`src/rtl/updown_mod_counter.sv`:
```
// Parametrised up/down counter with programmable modulus, parallel load,
// wrap/saturate mode, Gray-coded view of the count and terminal-count flags.
module updown_mod_counter #(
    parameter int unsigned WIDTH    = 4,
    parameter int unsigned MODULUS  = 2**WIDTH,
    parameter bit          SATURATE = 1'b0
) (
    input  logic             clk,
    input  logic             clear,
    input  logic             en,
    input  logic             u,
    input  logic             load,
    input  logic [WIDTH-1:0] din,
    output logic [WIDTH-1:0] q,
    output logic [WIDTH-1:0] gray,
    output logic             tc,
    output logic             wrap
);

    localparam logic [WIDTH-1:0] MAX_VAL = WIDTH'(MODULUS - 1);

    // Reject parameter sets that leave no usable count range.
    if (WIDTH < 1 || MODULUS < 2 || MODULUS > 2**WIDTH) begin : g_bad_params
        $error("updown_mod_counter: MODULUS must lie in 2..2**WIDTH");
    end

    logic             at_max;
    logic             at_zero;
    logic             above_max;
    logic [WIDTH-1:0] q_next;
    logic             wrap_next;

    assign at_max    = (q == MAX_VAL);
    assign at_zero   = (q == '0);
    assign above_max = (q > MAX_VAL);

    // Terminal count looks one edge ahead so it can cascade into a next stage's en.
    assign tc   = en & ~load & (u ? at_max : at_zero);
    assign gray = q ^ (q >> 1);

    always_comb begin
        q_next    = q;
        wrap_next = 1'b0;
        if (load) begin
            q_next = (din > MAX_VAL) ? MAX_VAL : din;
        end else if (en) begin
            if (u) begin
                if (at_max) begin
                    q_next    = SATURATE ? q : '0;
                    wrap_next = ~SATURATE;
                end else if (above_max) begin
                    q_next = '0;
                end else begin
                    q_next = q + WIDTH'(1);
                end
            end else begin
                if (at_zero) begin
                    q_next    = SATURATE ? '0 : MAX_VAL;
                    wrap_next = ~SATURATE;
                end else begin
                    q_next = q - WIDTH'(1);
                end
            end
        end
    end

    always_ff @(posedge clk or negedge clear) begin
        if (!clear) begin
            q    <= '0;
            wrap <= 1'b0;
        end else begin
            q    <= q_next;
            wrap <= wrap_next;
        end
    end

endmodule

```
`config.mk`:
```
export PLATFORM = sky130hd
export DESIGN_NAME = updown_mod_counter
export DESIGN_NICKNAME = d
export VERILOG_FILES = /design/src/rtl/updown_mod_counter.sv
export SDC_FILE = /design/constraint.sdc
export NUM_CORES = 1
export LEC_CHECK = 0
export BUFFER_PORTS_ARGS = -buffer_cell sky130_fd_sc_hd__buf_4
export CORE_AREA = 5 5 42 44
export CTS_CLUSTER_DIAMETER = 200
export DETAILED_ROUTE_END_ITERATION = 7
export DIE_AREA = 0 0 47 49
export PLACE_DENSITY = 0.69
export SYNTH_ARGS = -nofsm -noshare
export SYNTH_HDL_FRONTEND = slang
export SYNTH_SLANG_ARGS = --single-unit
```
`constraint.sdc`:
```
create_clock -name clk -period 3.6 [get_ports clk]
set_clock_uncertainty 0.15 [all_clocks]
set_input_delay 0.72 -clock clk [delete_from_list [all_inputs] [get_ports clk]]
set_output_delay 0.72 -clock clk [all_outputs]
set_load 0.05 [all_outputs]
```
==> results of run 1 <==
metal layers:
metal,global-route usage (%),wire length (um),vias to the layer above
met5,0,0,-
met4,13.4,54,0
li1,-,-,230
met2,16.3,561,16
met3,1.48,60,4
met1,15.2,521,216
critical path: cells and delay by family (launching register included):
family                     cells  cell delay [ns]
AOI/OAI and AO/OA              1             0.18
adders and majority gates      1             0.24
buffers and inverters          2             0.32
DFF                            1             0.43
and+or+nand+nor                2             0.24
placed cells by master (no fill, tap or decap), types with 2 or more instances in the layout:
master and n:
buf_4 18, ha_1 7, inv_1 6, dfrtp_1 5, a21oi_1 4, clkbuf_4 3, and3b_1 2, nor3_1 2
nor2b_1 2, o211ai_1 2, xnor2_1 2, nand2_1 2
registers in the layout, indices dropped and copies added, names as in the netlist:
signal and flops:
q 4, wrap 1
cell type report:
class,count,area share [%]
multi-input cells,39,48.7
repair buffers,18,20.8
flip-flops and latches,5,19.3
clock buffers,4,4.05
inverters,7,4.05
well taps,16,3.08
metrics by stage:
stage               util [%]  power [W]
floorplan                  -   0.000178
global placement        44.5   0.000214
detailed placement      44.5   0.000216
CTS                     46.3   0.000283
global route            46.3   0.000299
finish                  46.3   0.000279
final timing paths:
kind / endpoint / depth (start not counted)
max: tc / 6
min: q[0] / 1
max reg2reg: q[2] / 5
min reg2reg: q[1] / 2
max in group asynchronous: q[3] / 1
min in group clk: q[1] / 2
report_power, final:
group	switching [W]	total (W)	leakage, nW	internal (W)
clock	0.0000230	0.0000649	0.0150	0.0000419
sequential	0.00000988	0.0000718	0.0597	0.0000620
combinational	0.0000937	0.000143	0.250	0.0000491
kinds of logic after synthesis:
family                   after synthesis
AND/OR/NAND/NOR                       15
adder cells (fa/ha/maj)                7
flip-flops                             5
AO/OA/AOI/OAI                         15
buffers and inverters                 10
XOR/XNOR                               2
==> impl_metrics.tcl, run 1 <==
set metrics [dict create \
    die_x_um 47 \
    via_count 466 \
    io_buffers 18 \
    powerDensity_nw_per_um2 430 \
    synth_area_sq_um 488 \
    dr.first_iter.drc_count 5 \
    synth_cells 54 \
    start_kind "register" \
    cellLeakagePower_nw 0.324 \
    arrival_ns 1.66 \
    whs_ns 0.117 \
    yosys.area_share.simple_pct 19.7 \
    cp_max_fo 5 \
    register_area_sq_um 125 \
    root_buffer "clkbuf_4" \
    fmax_mhz 395 \
    fin_area_sq_um 649 \
    max_stage_delay_ns 0.43 \
    first_pass_iters 2 \
    dp_cells 85 \
    relSlewSlack_pct 83.9 \
    rsz0062_at_grt "no" \
    detail-route-antenna-nets 0 \
    ys_top_cells_by_count "ha_1 (7), inv_1 (6), dfrtp_1 (5)" \
    dp_hpwl_um 959 \
    fp-row-count 14 \
    routed_wl_um 1200 \
    synth_warnings 0 \
    synth_top_family_by_area "compound AO/OA/AOI/OAI gates" \
    period_minus_slack_ns 2.53 \
    hold_violations 0 \
    setup_violations 0 \
    grt_overflow 0 \
    synth-edff-count 0 \
    synth.area.mux_share_pct 0 \
    grt_max_degree 13 \
    slowest_stage "dfrtp_1" \
    ys_types 29 \
    layout_setup_ws_ns 1.07 \
    die_area_sq_um 2300 \
    syn_to_final_growth_pct 33.1 \
    finalCritPeriodShare_pct 70.3 \
    ioPinCount 19 \
    crit_type "reg -> out" \
    synthAdderAreaFrac_pct 17.9 \
    grt_pass1_wl_um 1930 \
    tritoncts "built" \
    post_cts_buffers 0 \
    outcome "completed" \
    async_reset_ff_share_pct 100 \
    slew_viol_final 0 \
    cts.clk_slew.worst_paths_ns 0.04 \
    clockBufferDepth 2 \
    rrSetupSlack_ns 1.95 \
    synth-xor-area-share_pct 3.59 \
    synth_nets 70 \
    diodes 0 \
    ctsResizeCount 0 \
    synth_area_per_cell_sq_um 9.04 \
    cts_buffers 3 \
    yosys-top-cells-area "dfrtp_1 (26%), ha_1 (18%), inv_1 (4.6%)" \
    tightest_slew_ns 0.241 \
    yosysTopAreaCell "dfrtp_1" \
    required_ns 2.73 \
    yosysSeqAreaShare_pct 25.6 \
    crit_path_start "q[2]" \
    critPathCaptureType "primary output" \
    final_net_count 90 \
    placed_cell_area_sq_um 623 \
    post-place-ws_ns 1.22 \
    yosys_most_used_dff "dfrtp_1" \
    fin_setup_tns_ns 0 \
    antenna_found_initial 0 \
    cts.sinks 5 \
    gp_congestion 0.850 \
    wl_per_cell_um 13.4 \
    fp.dieH_um 49 \
    final_cells 89 \
    grt_usage_pct 12.3 \
    synth_top_cell_area_share_pct 25.6 \
    multiInputGateArea_sq_um 317 \
    ys_seq_elements 5 \
    synth_compound_area_share_pct 23.6 \
    hp-class "in -> async" \
    path_cells "inv_1, ha_1, and3b_1, a31oi_1, nor3_1, buf_4" \
    irDropWorstVdd_v 0.000201 \
    drc_errors 0 \
    avgViaCountPerCell 5.24 \
    cts-htree-levels 1 \
    nFillCells 154 \
    synth.most_common_cell "ha_1" \
    grt_pass1_vias 449 \
    worst_skew_pair.late_latency_ns 0.24 \
    drive_gt1_share_pct 34.2 \
    drv_cap 0 \
    r2r-start "q[0]" \
    postCtsHoldBufs 0 \
    core-area_sq_um 1400 \
    start_util_pct 34.8 \
]
Note: power is estimated with default switching activity, not from simulation.
==> run 2: changes to the inputs <==
Settings changed: PLACE_DENSITY 0.69 to 0.71.
Clock period 3.6 ns to 2.3 ns, I/O delays scaled along.
==> run 2 against run 1 <==
Compared with the run above: wire length increased by 1.1%; critical path depth unchanged; non-clock buffer count increased by 5; combinational power increased by 76%; die area unchanged; largest cell class unchanged; global-route usage decreased by 0.63 points; power increased by 65%.
==> impl_metrics.tcl, run 2 (synthesis results as in run 1) <==
set metrics [dict create \
    outcome "completed" \
    top_register "q" \
    rrSetupSlack_ns 0.71 \
    p_total_w 0.000462 \
    drv_cap 0 \
    final_cells 94 \
    final_net_count 95 \
    start_kind "register" \
    syn_to_final_growth_pct 44.9 \
    required_ns 1.69 \
    cellLeakagePower_nw 0.352 \
    top_regs "q (4), wrap (1)" \
    first_pass_iters 4 \
    cts.clk_slew.worst_paths_ns 0.05 \
    hp-class "in -> reg" \
    tritoncts "built" \
    crit_type "reg -> out" \
    whs_ns 0.271 \
    arrival_ns 1.60 \
    reg2reg_depth 5 \
    critPathCaptureType "primary output" \
    gp_congestion 0.880 \
    io_buffers 18 \
    grt_usage_pct 11.6 \
    antenna_found_initial 0 \
    routed_wl_um 1210 \
    wl_per_cell_um 12.9 \
    drive_gt1_share_pct 39.7 \
    cp_max_fo 5 \
    fp-row-count 14 \
    r2r-start "q[0]" \
    fp.dieH_um 49 \
    relSlewSlack_pct 82.7 \
    die_area_sq_um 2300 \
    grt_overflow 0 \
    tightest_slew_ns 0.257 \
    dp_hpwl_um 983 \
    hold_violations 0 \
    die_x_um 47 \
    worst_skew_pair.late_latency_ns 0.25 \
    fmax_mhz 453 \
    diodes 0 \
    start_util_pct 34.8 \
    period_minus_slack_ns 2.21 \
    grt_pass1_wl_um 1920 \
    r2r-end "q[1]" \
    grt_max_degree 13 \
    cts.sinks 5 \
    cts-htree-levels 1 \
    grt_pass1_vias 454 \
    via_count 489 \
    largest_register_ffs 4 \
    hold_depth 3 \
    core-area_sq_um 1400 \
    setup_violations 0 \
    mostFrequentLayoutCell "buf_4" \
    finalCritPeriodShare_pct 96.1 \
    root_buffer "clkbuf_4" \
    avgViaCountPerCell 5.20 \
    fin_area_sq_um 707 \
    powerDensity_nw_per_um2 654 \
    cts_buffers 3 \
    irDropWorstVdd_v 0.000398 \
    hold_end "q[1]" \
    layout_common_cells "buf_4 (22), ha_1 (7), inv_1 (6)" \
    hold_start "din[1]" \
    slew_viol_final 0 \
    dp_cells 88 \
    dr.first_iter.drc_count 13 \
    clockBufferDepth 2 \
    detail-route-antenna-nets 0 \
    drc_errors 0 \
    placed_cell_area_sq_um 657 \
    ioPinCount 19 \
]
## run 2: changes by cell type in the layout (fill, tap and decap cells not counted), sizes merged
cell,before,now
dlygate4sd3,0,1
buf,18,22
## run 2: through the flow
| step | TNS [ns] | setup WS (ns) | util (%) |
|---|---|---|---|
| detailed placement | 0 | 0.227 | 46.9 |
| global route | -0.000278 | -0.000278 | 50.4 |
| global placement | 0 | 0.275 | 46.9 |
| CTS | 0 | 0.0201 | 49.9 |
| finish | 0 | 0.0906 | 50.4 |
| floorplan | 0 | 0.0295 | - |
## run 2: report_power, final
group,internal (W),leakage (nW),switching (W)
Sequential,0.0000969,0.0597,0.00000488
Combinational,0.0000896,0.277,0.000161
Clock,0.0000661,0.0150,0.0000439
Total,0.000253,0.352,0.000210
## run 2: area by class of cell
class | instances | area [sq um]
fill | 140 | 694
multi-input combinational | 39 | 334
timing repair buffer | 23 | 175
sequential | 5 | 125
clock buffer | 4 | 26.3
inverter | 7 | 26.3
tap | 16 | 20.0
## run 2: worst max-delay path, cell delays in order, from the launching register on
cell     delay [ns]
dfrtp_1        0.37
inv_1          0.11
ha_1           0.23
and3b_1        0.19
a31oi_2        0.22
nor3_4         0.04
buf_4          0.19
## run 2: worst max-delay path by stage
stage	startpoint	to	slack (ns)	cells past startpoint
2_1_floorplan	q[2]	tc	0.03	5
3_3_place_gp	q[2]	tc	0.28	6
3_5_place_dp	q[2]	tc	0.23	6
4_1_cts	q[2]	tc	0.02	6
5_1_grt	q[2]	tc	-0.0003	6
6_report	q[2]	tc	0.09	6
## run 2: routing by layer
layer / vias to the layer above / wire length, um / GRT usage [%]
met5: - / 0 / 0
met4: 0 / 17 / 6.91
met3: 2 / 71 / 3.32
met2: 18 / 518 / 15.8
met1: 227 / 603 / 15.6
li1: 242 / - / -
## run 2: timing repair
action | CTS | global route
buffers inserted | 0 | 1
hold buffers | 1 | 0
resized for setup | 1 | 0
hold endpoints to repair | 5 | 0
endpoints found under the setup margin | 1 | 1
